<file path="config.mk">
export PLATFORM = sky130hd
export DESIGN_NAME = rvc_uart_tx
export DESIGN_NICKNAME = d
export VERILOG_FILES = /design/src/rtl/rvc_asap_pkg.sv /design/src/rtl/rvc_fifo.sv /design/src/rtl/rvc_uart_tx.sv
export SDC_FILE = /design/constraint.sdc
export NUM_CORES = 1
export LEC_CHECK = 0
export ABC_AREA = 1
export CORE_AREA = 2 2 128 130
export CTS_CLUSTER_DIAMETER = 200
export DETAILED_ROUTE_END_ITERATION = 8
export DIE_AREA = 0 0 130 132
export PLACE_DENSITY = 0.76
export SYNTH_ARGS = -nofsm -noshare
export SYNTH_HDL_FRONTEND = slang
export SYNTH_SLANG_ARGS = --single-unit
</file>
<file path="constraint.sdc">
create_clock -name Clock -period 3.27 [get_ports Clock]
set_clock_uncertainty 0.05 [all_clocks]
set_input_delay 0.981 -clock Clock [delete_from_list [all_inputs] [get_ports Clock]]
set_output_delay 0.981 -clock Clock [all_outputs]
set_load 0.005 [all_outputs]
</file>
<file path="src/rtl/rvc_asap_pkg.sv">
// Shared types and constants for the rvc core peripherals.
// Holds the UART TX state encoding, register offsets and divisor helper.
package rvc_asap_pkg;

    typedef enum logic [1:0] {
        UTX_IDLE,
        UTX_START,
        UTX_DATA,
        UTX_STOP
    } tx_state_t;

    localparam logic [1:0] UART_DATA_OFF = 2'd0;
    localparam logic [1:0] UART_STAT_OFF = 2'd1;
    localparam logic [1:0] UART_DIV_OFF  = 2'd2;
    localparam int         UART_CNT_W    = 5;

    // A zero divisor would stall the baud counter, so it is stored as 1.
    function automatic logic [15:0] div_merge(
        input logic [15:0] cur,
        input logic [15:0] wdata,
        input logic [1:0]  be
    );
        logic [15:0] v;
        v = cur;
        if (be[0]) v[7:0]  = wdata[7:0];
        if (be[1]) v[15:8] = wdata[15:8];
        return (v == 16'd0) ? 16'd1 : v;
    endfunction

endpackage

</file>
<file path="src/rtl/rvc_fifo.sv">
// Synchronous FIFO with wrap-bit pointers and occupancy count.
// A pop frees a slot for a push in the same cycle when full.
module rvc_fifo #(
    parameter int WIDTH = 8,
    parameter int DEPTH = 8
) (
    input  logic                   clk_i,
    input  logic                   rst_i,
    input  logic                   push_i,
    input  logic [WIDTH-1:0]       data_i,
    input  logic                   pop_i,
    output logic [WIDTH-1:0]       data_o,
    output logic                   full_o,
    output logic                   empty_o,
    output logic [$clog2(DEPTH):0] count_o
);
    localparam int            AW      = $clog2(DEPTH);
    localparam logic [AW:0]   PTR_ONE = 1;

    logic [WIDTH-1:0] mem_q [DEPTH];
    logic [AW:0]      wr_ptr_q, wr_ptr_d;
    logic [AW:0]      rd_ptr_q, rd_ptr_d;
    logic             do_push, do_pop;

    assign empty_o = wr_ptr_q == rd_ptr_q;
    assign full_o  = (wr_ptr_q[AW] != rd_ptr_q[AW]) &&
                     (wr_ptr_q[AW-1:0] == rd_ptr_q[AW-1:0]);
    assign count_o = wr_ptr_q - rd_ptr_q;
    assign do_pop  = pop_i && !empty_o;
    assign do_push = push_i && (!full_o || do_pop);
    assign data_o  = mem_q[rd_ptr_q[AW-1:0]];

    assign wr_ptr_d = do_push ? wr_ptr_q + PTR_ONE : wr_ptr_q;
    assign rd_ptr_d = do_pop  ? rd_ptr_q + PTR_ONE : rd_ptr_q;

    always_ff @(posedge clk_i or posedge rst_i) begin
        if (rst_i) begin
            wr_ptr_q <= '0;
            rd_ptr_q <= '0;
        end else begin
            wr_ptr_q <= wr_ptr_d;
            rd_ptr_q <= rd_ptr_d;
        end
    end

    always_ff @(posedge clk_i) begin
        if (do_push) mem_q[wr_ptr_q[AW-1:0]] <= data_i;
    end

endmodule

</file>
<file path="src/rtl/rvc_uart_tx.sv">
// Memory-mapped 8N1 UART transmitter on the core data-memory bus.
// Stores to DATA queue bytes; the TX FSM drains them back-to-back.
module rvc_uart_tx
    import rvc_asap_pkg::*;
#(
    parameter logic [31:0] BASE_ADDR  = 32'h0000_3000,
    parameter int          FIFO_DEPTH = 8,
    parameter logic [15:0] DIV_RST    = 16'd434
) (
    input  logic        Clock,
    input  logic        Rst,
    input  logic [31:0] AluOut,
    input  logic [31:0] RegRdData2,
    input  logic [3:0]  CtrlDMemByteEn,
    input  logic        CtrlDMemWrEn,
    input  logic        SelDMemWb,
    output logic        UartHit,
    output logic [31:0] UartRdData,
    output logic        UartTx
);
    localparam int CW = $clog2(FIFO_DEPTH) + 1;

    tx_state_t   state_q, state_d;
    logic [7:0]  shift_q, shift_d;
    logic [15:0] divlat_q, divlat_d;
    logic [15:0] baud_q, baud_d;
    logic [2:0]  bit_q, bit_d;
    logic [15:0] div_q, div_d;
    logic        ovf_q, ovf_d;

    logic [1:0]            off;
    logic                  wr_hit, push, pop;
    logic                  full, empty, busy, baud_end;
    logic [7:0]            head;
    logic [CW-1:0]         cnt;
    logic [UART_CNT_W-1:0] cnt5;
    logic                  unused_bits;

    assign UartHit  = AluOut[31:4] == BASE_ADDR[31:4];
    assign off      = AluOut[3:2];
    assign wr_hit   = CtrlDMemWrEn && UartHit;
    assign push     = wr_hit && off == UART_DATA_OFF &&
                      CtrlDMemByteEn[0];
    assign busy     = state_q != UTX_IDLE;
    assign baud_end = baud_q == 16'd0;
    assign cnt5     = UART_CNT_W'(cnt);

    assign unused_bits = ^{RegRdData2[31:16], AluOut[1:0],
                           CtrlDMemByteEn[3:2]};

    rvc_fifo #(
        .WIDTH (8),
        .DEPTH (FIFO_DEPTH)
    ) u_fifo (
        .clk_i   (Clock),
        .rst_i   (Rst),
        .push_i  (push),
        .data_i  (RegRdData2[7:0]),
        .pop_i   (pop),
        .data_o  (head),
        .full_o  (full),
        .empty_o (empty),
        .count_o (cnt)
    );

    always_comb begin
        div_d = div_q;
        ovf_d = ovf_q;
        if (wr_hit && off == UART_DIV_OFF)
            div_d = div_merge(div_q, RegRdData2[15:0],
                              CtrlDMemByteEn[1:0]);
        if (wr_hit && off == UART_STAT_OFF &&
            CtrlDMemByteEn[0] && RegRdData2[3])
            ovf_d = 1'b0;
        if (push && full && !pop)
            ovf_d = 1'b1;
    end

    always_comb begin
        UartRdData = '0;
        if (UartHit && SelDMemWb) begin
            unique case (1'b1)
                off == UART_STAT_OFF:
                    UartRdData = {23'b0, cnt5, ovf_q,
                                  empty, full, busy};
                off == UART_DIV_OFF:
                    UartRdData = {16'b0, div_q};
                default: UartRdData = '0;
            endcase
        end
    end

    // Purely a decode of registered state so an async reset
    // returns the line to idle without waiting for a clock.
    always_comb begin
        unique case (state_q)
            UTX_START: UartTx = 1'b0;
            UTX_DATA:  UartTx = shift_q[0];
            default:   UartTx = 1'b1;
        endcase
    end

    always_comb begin
        state_d  = state_q;
        shift_d  = shift_q;
        divlat_d = divlat_q;
        baud_d   = baud_q;
        bit_d    = bit_q;
        pop      = 1'b0;
        unique case (state_q)
            UTX_IDLE: begin
                if (!empty) begin
                    pop      = 1'b1;
                    shift_d  = head;
                    divlat_d = div_q;
                    baud_d   = div_q - 16'd1;
                    state_d  = UTX_START;
                end
            end
            UTX_START: begin
                if (baud_end) begin
                    baud_d  = divlat_q - 16'd1;
                    bit_d   = 3'd0;
                    state_d = UTX_DATA;
                end else begin
                    baud_d = baud_q - 16'd1;
                end
            end
            UTX_DATA: begin
                if (baud_end) begin
                    baud_d = divlat_q - 16'd1;
                    if (bit_q == 3'd7) begin
                        state_d = UTX_STOP;
                    end else begin
                        bit_d   = bit_q + 3'd1;
                        shift_d = shift_q >> 1;
                    end
                end else begin
                    baud_d = baud_q - 16'd1;
                end
            end
            UTX_STOP: begin
                if (baud_end) begin
                    if (!empty) begin
                        pop      = 1'b1;
                        shift_d  = head;
                        divlat_d = div_q;
                        baud_d   = div_q - 16'd1;
                        state_d  = UTX_START;
                    end else begin
                        state_d = UTX_IDLE;
                    end
                end else begin
                    baud_d = baud_q - 16'd1;
                end
            end
        endcase
    end

    always_ff @(posedge Clock or posedge Rst) begin
        if (Rst) begin
            state_q  <= UTX_IDLE;
            shift_q  <= '0;
            divlat_q <= DIV_RST;
            baud_q   <= '0;
            bit_q    <= '0;
            div_q    <= DIV_RST;
            ovf_q    <= 1'b0;
        end else begin
            state_q  <= state_d;
            shift_q  <= shift_d;
            divlat_q <= divlat_d;
            baud_q   <= baud_d;
            bit_q    <= bit_d;
            div_q    <= div_d;
            ovf_q    <= ovf_d;
        end
    end

endmodule

</file>
After elaboration in Yosys (flattened, before gate mapping)
Memories as Yosys holds them, arrays and structs flattened.
Cells that the tools add are included.
{"block": "totals", "register_bits": 70, "mem_bits_rw": 64, "inputBits": 72, "out_inout_bits": 34, "memories": 1}
{"block": "op_classes", "addsub": 7, "eq_ne": 16, "mux": 38, "reduce_logical": 31}
{"name": "u_fifo.mem_q", "depth": 8, "width": 8, "read_ports": 1, "rd_ports_with_merged_regs": 0, "write_ports": 1, "line": "rvc_fifo.sv:20", "text": "logic [WIDTH-1:0] mem_q [DEPTH];"}
{"cell": "$mux W16", "n": 7}
{"cell": "$mux W8", "n": 8}
{"cell": "$pmux W16 S2", "n": 2}
{"cell": "$pmux W16 S3", "n": 1}
{"cell": "$sub A16 B1 Y16 const B", "n": 3}
{"cell": "$logic_not A16 Y1", "n": 2}
{"cell": "$eq A28 B10 Y1 const B", "n": 1}
{"cell": "$pmux W8 S3", "n": 1}
{"cell": "$logic_and A1 B1 Y1", "n": 13}
{"cell": "$ne A2 B2 Y1 const B", "n": 6}
{"cell": "$mux W2", "n": 5}
{"cell": "$mux W3", "n": 3}
{"cell": "$add A4 B1 Y4 const B", "n": 2}
{"cell": "$pmux W2 S4", "n": 1}
{"cell": "$reduce_and A4 Y1", "n": 2}
{"cell": "$reduce_bool A2 Y1", "n": 4}
{"cell": "$mux W1", "n": 7}
{"cell": "$eq A2 B2 Y1 const B", "n": 3}
{"cell": "$pmux W3 S2", "n": 1}
{"cell": "$reduce_and A5 Y1", "n": 1}
{"cell": "$eq A2 B1 Y1 const B", "n": 2}
{"cell": "$eq A4 B4 Y1", "n": 1}
{"cell": "$logic_not A2 Y1", "n": 2}
{"cell": "$pmux W1 S2", "n": 2}
{"cell": "other kinds (10)", "n": 12}

Longest topological paths before layout
{"block": "logic_depth", "word_depth": 9, "mapped_depth": 13, "mapped_depth_nobuf": 13}

Cells and area by module
From an unflattened synthesis, not the netlist that was laid out.
{"block": "unflattened", "cells_unflattened": 1054, "area_unflattened_um2": 8240.4}
{"module": "rvc_uart_tx", "n_inst": 1, "cells_per_inst": 745, "area_per_inst_um2": 4971.0}
{"module": "rvc_fifo", "n_inst": 1, "cells_per_inst": 309, "area_per_inst_um2": 3269.4}

Least setup slack after synthesis
No wires, ideal clock.
{"block": "synth_timing", "path_kind": "register to output", "startpoint": "register u_fifo.rd_ptr_q[2]", "endpoint": "output port UartRdData[2]", "t_arrival_ps": 1884, "t_required_ps": 2239, "slack_ps": 355, "stages_incl_launch_ff": 9, "n_path_buf": 2, "path_cell_list": "dfrtp_1 -> clkinv_1 -> clkbuf_1 -> ha_1 -> nand3_1 -> nor2_4 -> buf_2 -> nand2_1 -> a21oi_1"}
{"block": "synth_via", "elab_chain_cells": 3}
{"element": "start: declaration", "line": "rvc_fifo.sv:22", "text": "logic [AW:0] rd_ptr_q, rd_ptr_d;"}
{"element": "start signal: assignment", "line": "rvc_fifo.sv:42", "text": "rd_ptr_q <= rd_ptr_d;"}
{"element": "$eq A4 B4 Y1", "line": "rvc_fifo.sv:25", "text": "assign empty_o = wr_ptr_q == rd_ptr_q;"}
{"element": "$pmux W16 S2", "line": "rvc_uart_tx.sv:82", "text": "unique case (1'b1)"}
{"element": "$mux W16", "line": "rvc_uart_tx.sv:81", "text": "if (UartHit && SelDMemWb) begin"}
{"element": "end: declaration", "line": "rvc_uart_tx.sv:18", "text": "output logic [31:0] UartRdData,"}
Every way passes these cells.

Worst setup path after layout
{"block": "layout_timing", "startpoint": "input port AluOut[27]", "endpoint": "output port UartRdData[10]"}
{"block": "layout_via", "elab_chain_cells": 3}
{"element": "start: declaration", "line": "rvc_uart_tx.sv:12", "text": "input logic [31:0] AluOut,"}
{"element": "$eq A28 B10 Y1", "line": "rvc_uart_tx.sv:39", "text": "assign UartHit = AluOut[31:4] == BASE_ADDR[31:4];"}
{"element": "$logic_and A1 B1 Y1", "line": "rvc_uart_tx.sv:81"}
{"element": "$mux W16", "line": "rvc_uart_tx.sv:81"}
Every way passes these cells.

==> out/results.txt <==
Worst Path Required: 2.24 ns
Area contributors post-synth: edfxtp_1, dfrtp_1, nand2_1, nor2_1, o21ai_0
initial antenna violation count: 0
Die Height: 132 µm
final period utilization: 98.6%
# clock sinks: 134
Hold Buf Count CTS: 0
Syn Inst Count: 937
number of I/O port buffers: 69
f_max: 310 MHz
row cnt: 46
Critical Path Source Type: input port
clock-pin slew on the worst setup and hold paths: 0.06 ns
P&R area growth vs syn: 21.1%
post-synth top area share: 24.9%
design area: 9360 µm²
DP Area: 8760 µm²
vias in the first global route: 6412
CTS root buffer: clkbuf_16
final setup fails: 0
Worst-Skew Late Latency: 0.42 ns
Commonest cells post-synth: nand2_1, nor2_1, o21ai_0, edfxtp_1, dfrtp_1
Psw: 0.849 mW
Worst Hold Class: flop to flop
Seq pwr share: 46.7%
first-pass GRT wire length: 32200 µm
fin crit period: 3.23 ns
CP Capture Type: output pin
largest net degree at the start of global routing: 56
vias per cell: 5.41
share of cells above drive strength 1: 16.7%
drt wl/cell: 15.7 µm
Cell Area, Synth: 7730 µm²
gp weighted congestion: 0.912
power share of the clock group: 47.6%
final worst slack: 0.0443 ns
most common cell in the netlist: nand2_1
FFs w/ async S/R, synth: 52.2%
Vias: 6796
post-synthesis register bit count: 134
Pleak: 4.10 nW
Place WS: -0.668 ns
n_diodes: 0
# DRC: 0
ANT nets after route: 0
CP Data Arrival Time: 2.19 ns
fin nets: 1118
Longest Clk Path Bufs: 2
combinational share of power: 5.7%
TritonCTS Buffers: 17
sw frac: 22.3%
starting density of the core: 49.2%
pwr/cell area: 407 nW/µm²
Die W: 130 µm
DP HPWL: 13900 µm
Tot GR Track Use: 23.9%
# H-tree levels: 4
Max-slew headroom: 62.6%
DR pass1 iterations: 5
final-report max-slew violation count: 0
outcome: finished, final reports clean
worst slew pin tran: 0.559 ns
internal power: 2.96 mW
Hold Vio Cnt, Final: 0
cell taking the most area after synthesis: edfxtp_1
GRT overflow: 0
Initial DRC Count: 559
commonest register cell after synthesis: edfxtp_1
critical path fanouts, max: 8
final WL: 19700 µm
CTS tree: built
Syn. warnings: 0
Worst VDD drop: 336 µV
Post-synth EDFFs: 64
sequential area share after synthesis: 47.7%
synth unique cells: 46
# IOs: 106
max cap viols: 0
die area: 17200 µm²
WS Path Type: input port to output pin
Mean Syn Cell Area: 8.25 µm²
core area: 15700 µm²
-- power groups by stage --
stage | clock (mW) | combinational [mW] | sequential, mW
floorplan | 0 | 0.123 | 1.81
global placement | 0 | 0.219 | 1.81
detailed placement | 0 | 0.223 | 1.81
CTS | 1.83 | 0.220 | 1.77
global route | 1.90 | 0.243 | 1.77
finish | 1.81 | 0.219 | 1.78
-- what timing repair did --
action | CTS | global route
pin swaps | 25 | 21
gates cloned | 0 | 0
buffers inserted | 2 | 2
setup endpoints to repair | 17 | 15
resized for setup | 128 | 36
-- final timing paths --
kind / startpoint / to / slack (ns) / cells past startpoint
hold / removal: divlat_q[1] / divlat_q[1] / 0.45 / 2
setup / recovery: AluOut[27] / UartRdData[10] / 0.04 / 9
max in group asynchronous: Rst / divlat_q[8] / 1.66 / 3
hold reg to reg: divlat_q[1] / divlat_q[1] / 0.45 / 2
min in group asynchronous: Rst / shift_q[4] / 0.82 / 2
setup reg to reg: u_fifo.rd_ptr_q[2] / u_fifo.mem_q[5][4] / 0.67 / 11
-- layout by cell type, fill, tap and decap left out, drive strengths merged, types with 16 or more instances in the layout --
cell           instances
inv                   74
o211ai                17
clkdlybuf4s50         22
o21ai                123
dfrtp                 60
buf                   43
o22ai                 17
edfxtp                64
nand3                 57
clkbuf                41
xor2                  20
ha                    18
conb                  16
a21oi                 23
nand2                216
nor2                 153
-- metrics by stage --
stage               cells  power [mW]  util (%)  TNS [ns]  hold WS [ns]
finish               1256        3.80      59.6         0         0.445
global route         1256        3.92      59.6   -0.0404         0.471
CTS                  1254        3.82      59.6         0         0.446
detailed placement   1220        2.03      55.8    -10.27         0.436
global placement     1220        2.03      55.8     -9.54         0.420
floorplan             952        1.93         -         0         0.411
-- registers in the layout (all words and copies together) (netlist names) --
signal and flops:
shift_q 8, u_fifo.rd_ptr_q 4, div_q 16, u_fifo.mem_q 64, ovf_q 1, u_fifo.wr_ptr_q 4
bit_q 3, state_q 2, baud_q 16, divlat_q 16
-- cells by family (layout without fill, tap and decap cells) --
kind of cell               Yosys count  in the layout  synth area share, %
adders and majority gates           19             19                 3.17
AOI/OAI and AO/OA                  189            189                 13.5
xor gates and xnor gates            25             25                 2.83
buffers and inverters              119            207                 6.78
and+or+nand+nor                    450            450                 25.9
other                                1             16               0.0485
DFF                                134            134                 47.7
-- worst max-delay path, cell delays in order --
cell and delay [ns]:
dlygate4sd2_1 0.23, nor2_1 0.08, nand4_1 0.12, nor2_2 0.13
and3_4 0.24, buf_6 0.13, nand2_8 0.09, nor2_2 0.09
buf_2 0.11
-- final cells by class --
| type | instances | area (µm²) |
|---|---|---|
| repair buffers | 98 | 823 |
| well taps | 216 | 270 |
| clock inverters | 6 | 43.8 |
| inverters | 77 | 289 |
| flip-flops and latches | 134 | 3690 |
| clock buffers | 26 | 520 |
| fillers | 1333 | 6350 |
| multi-input cells | 699 | 3720 |
-- metal layers --
metal / routed length [µm] / vias to the layer above / share of wire (%) / GRT usage (%)
met5: 0 / - / 0 / 0
met4: 453 / 0 / 2.3 / 7.59
met3: 1410 / 45 / 7.2 / 5.24
met2: 9210 / 266 / 47 / 36.7
met1: 8590 / 3189 / 44 / 33.7
li1: - / 3296 / - / -
No activity file was read; power rests on OpenSTA's default activity.
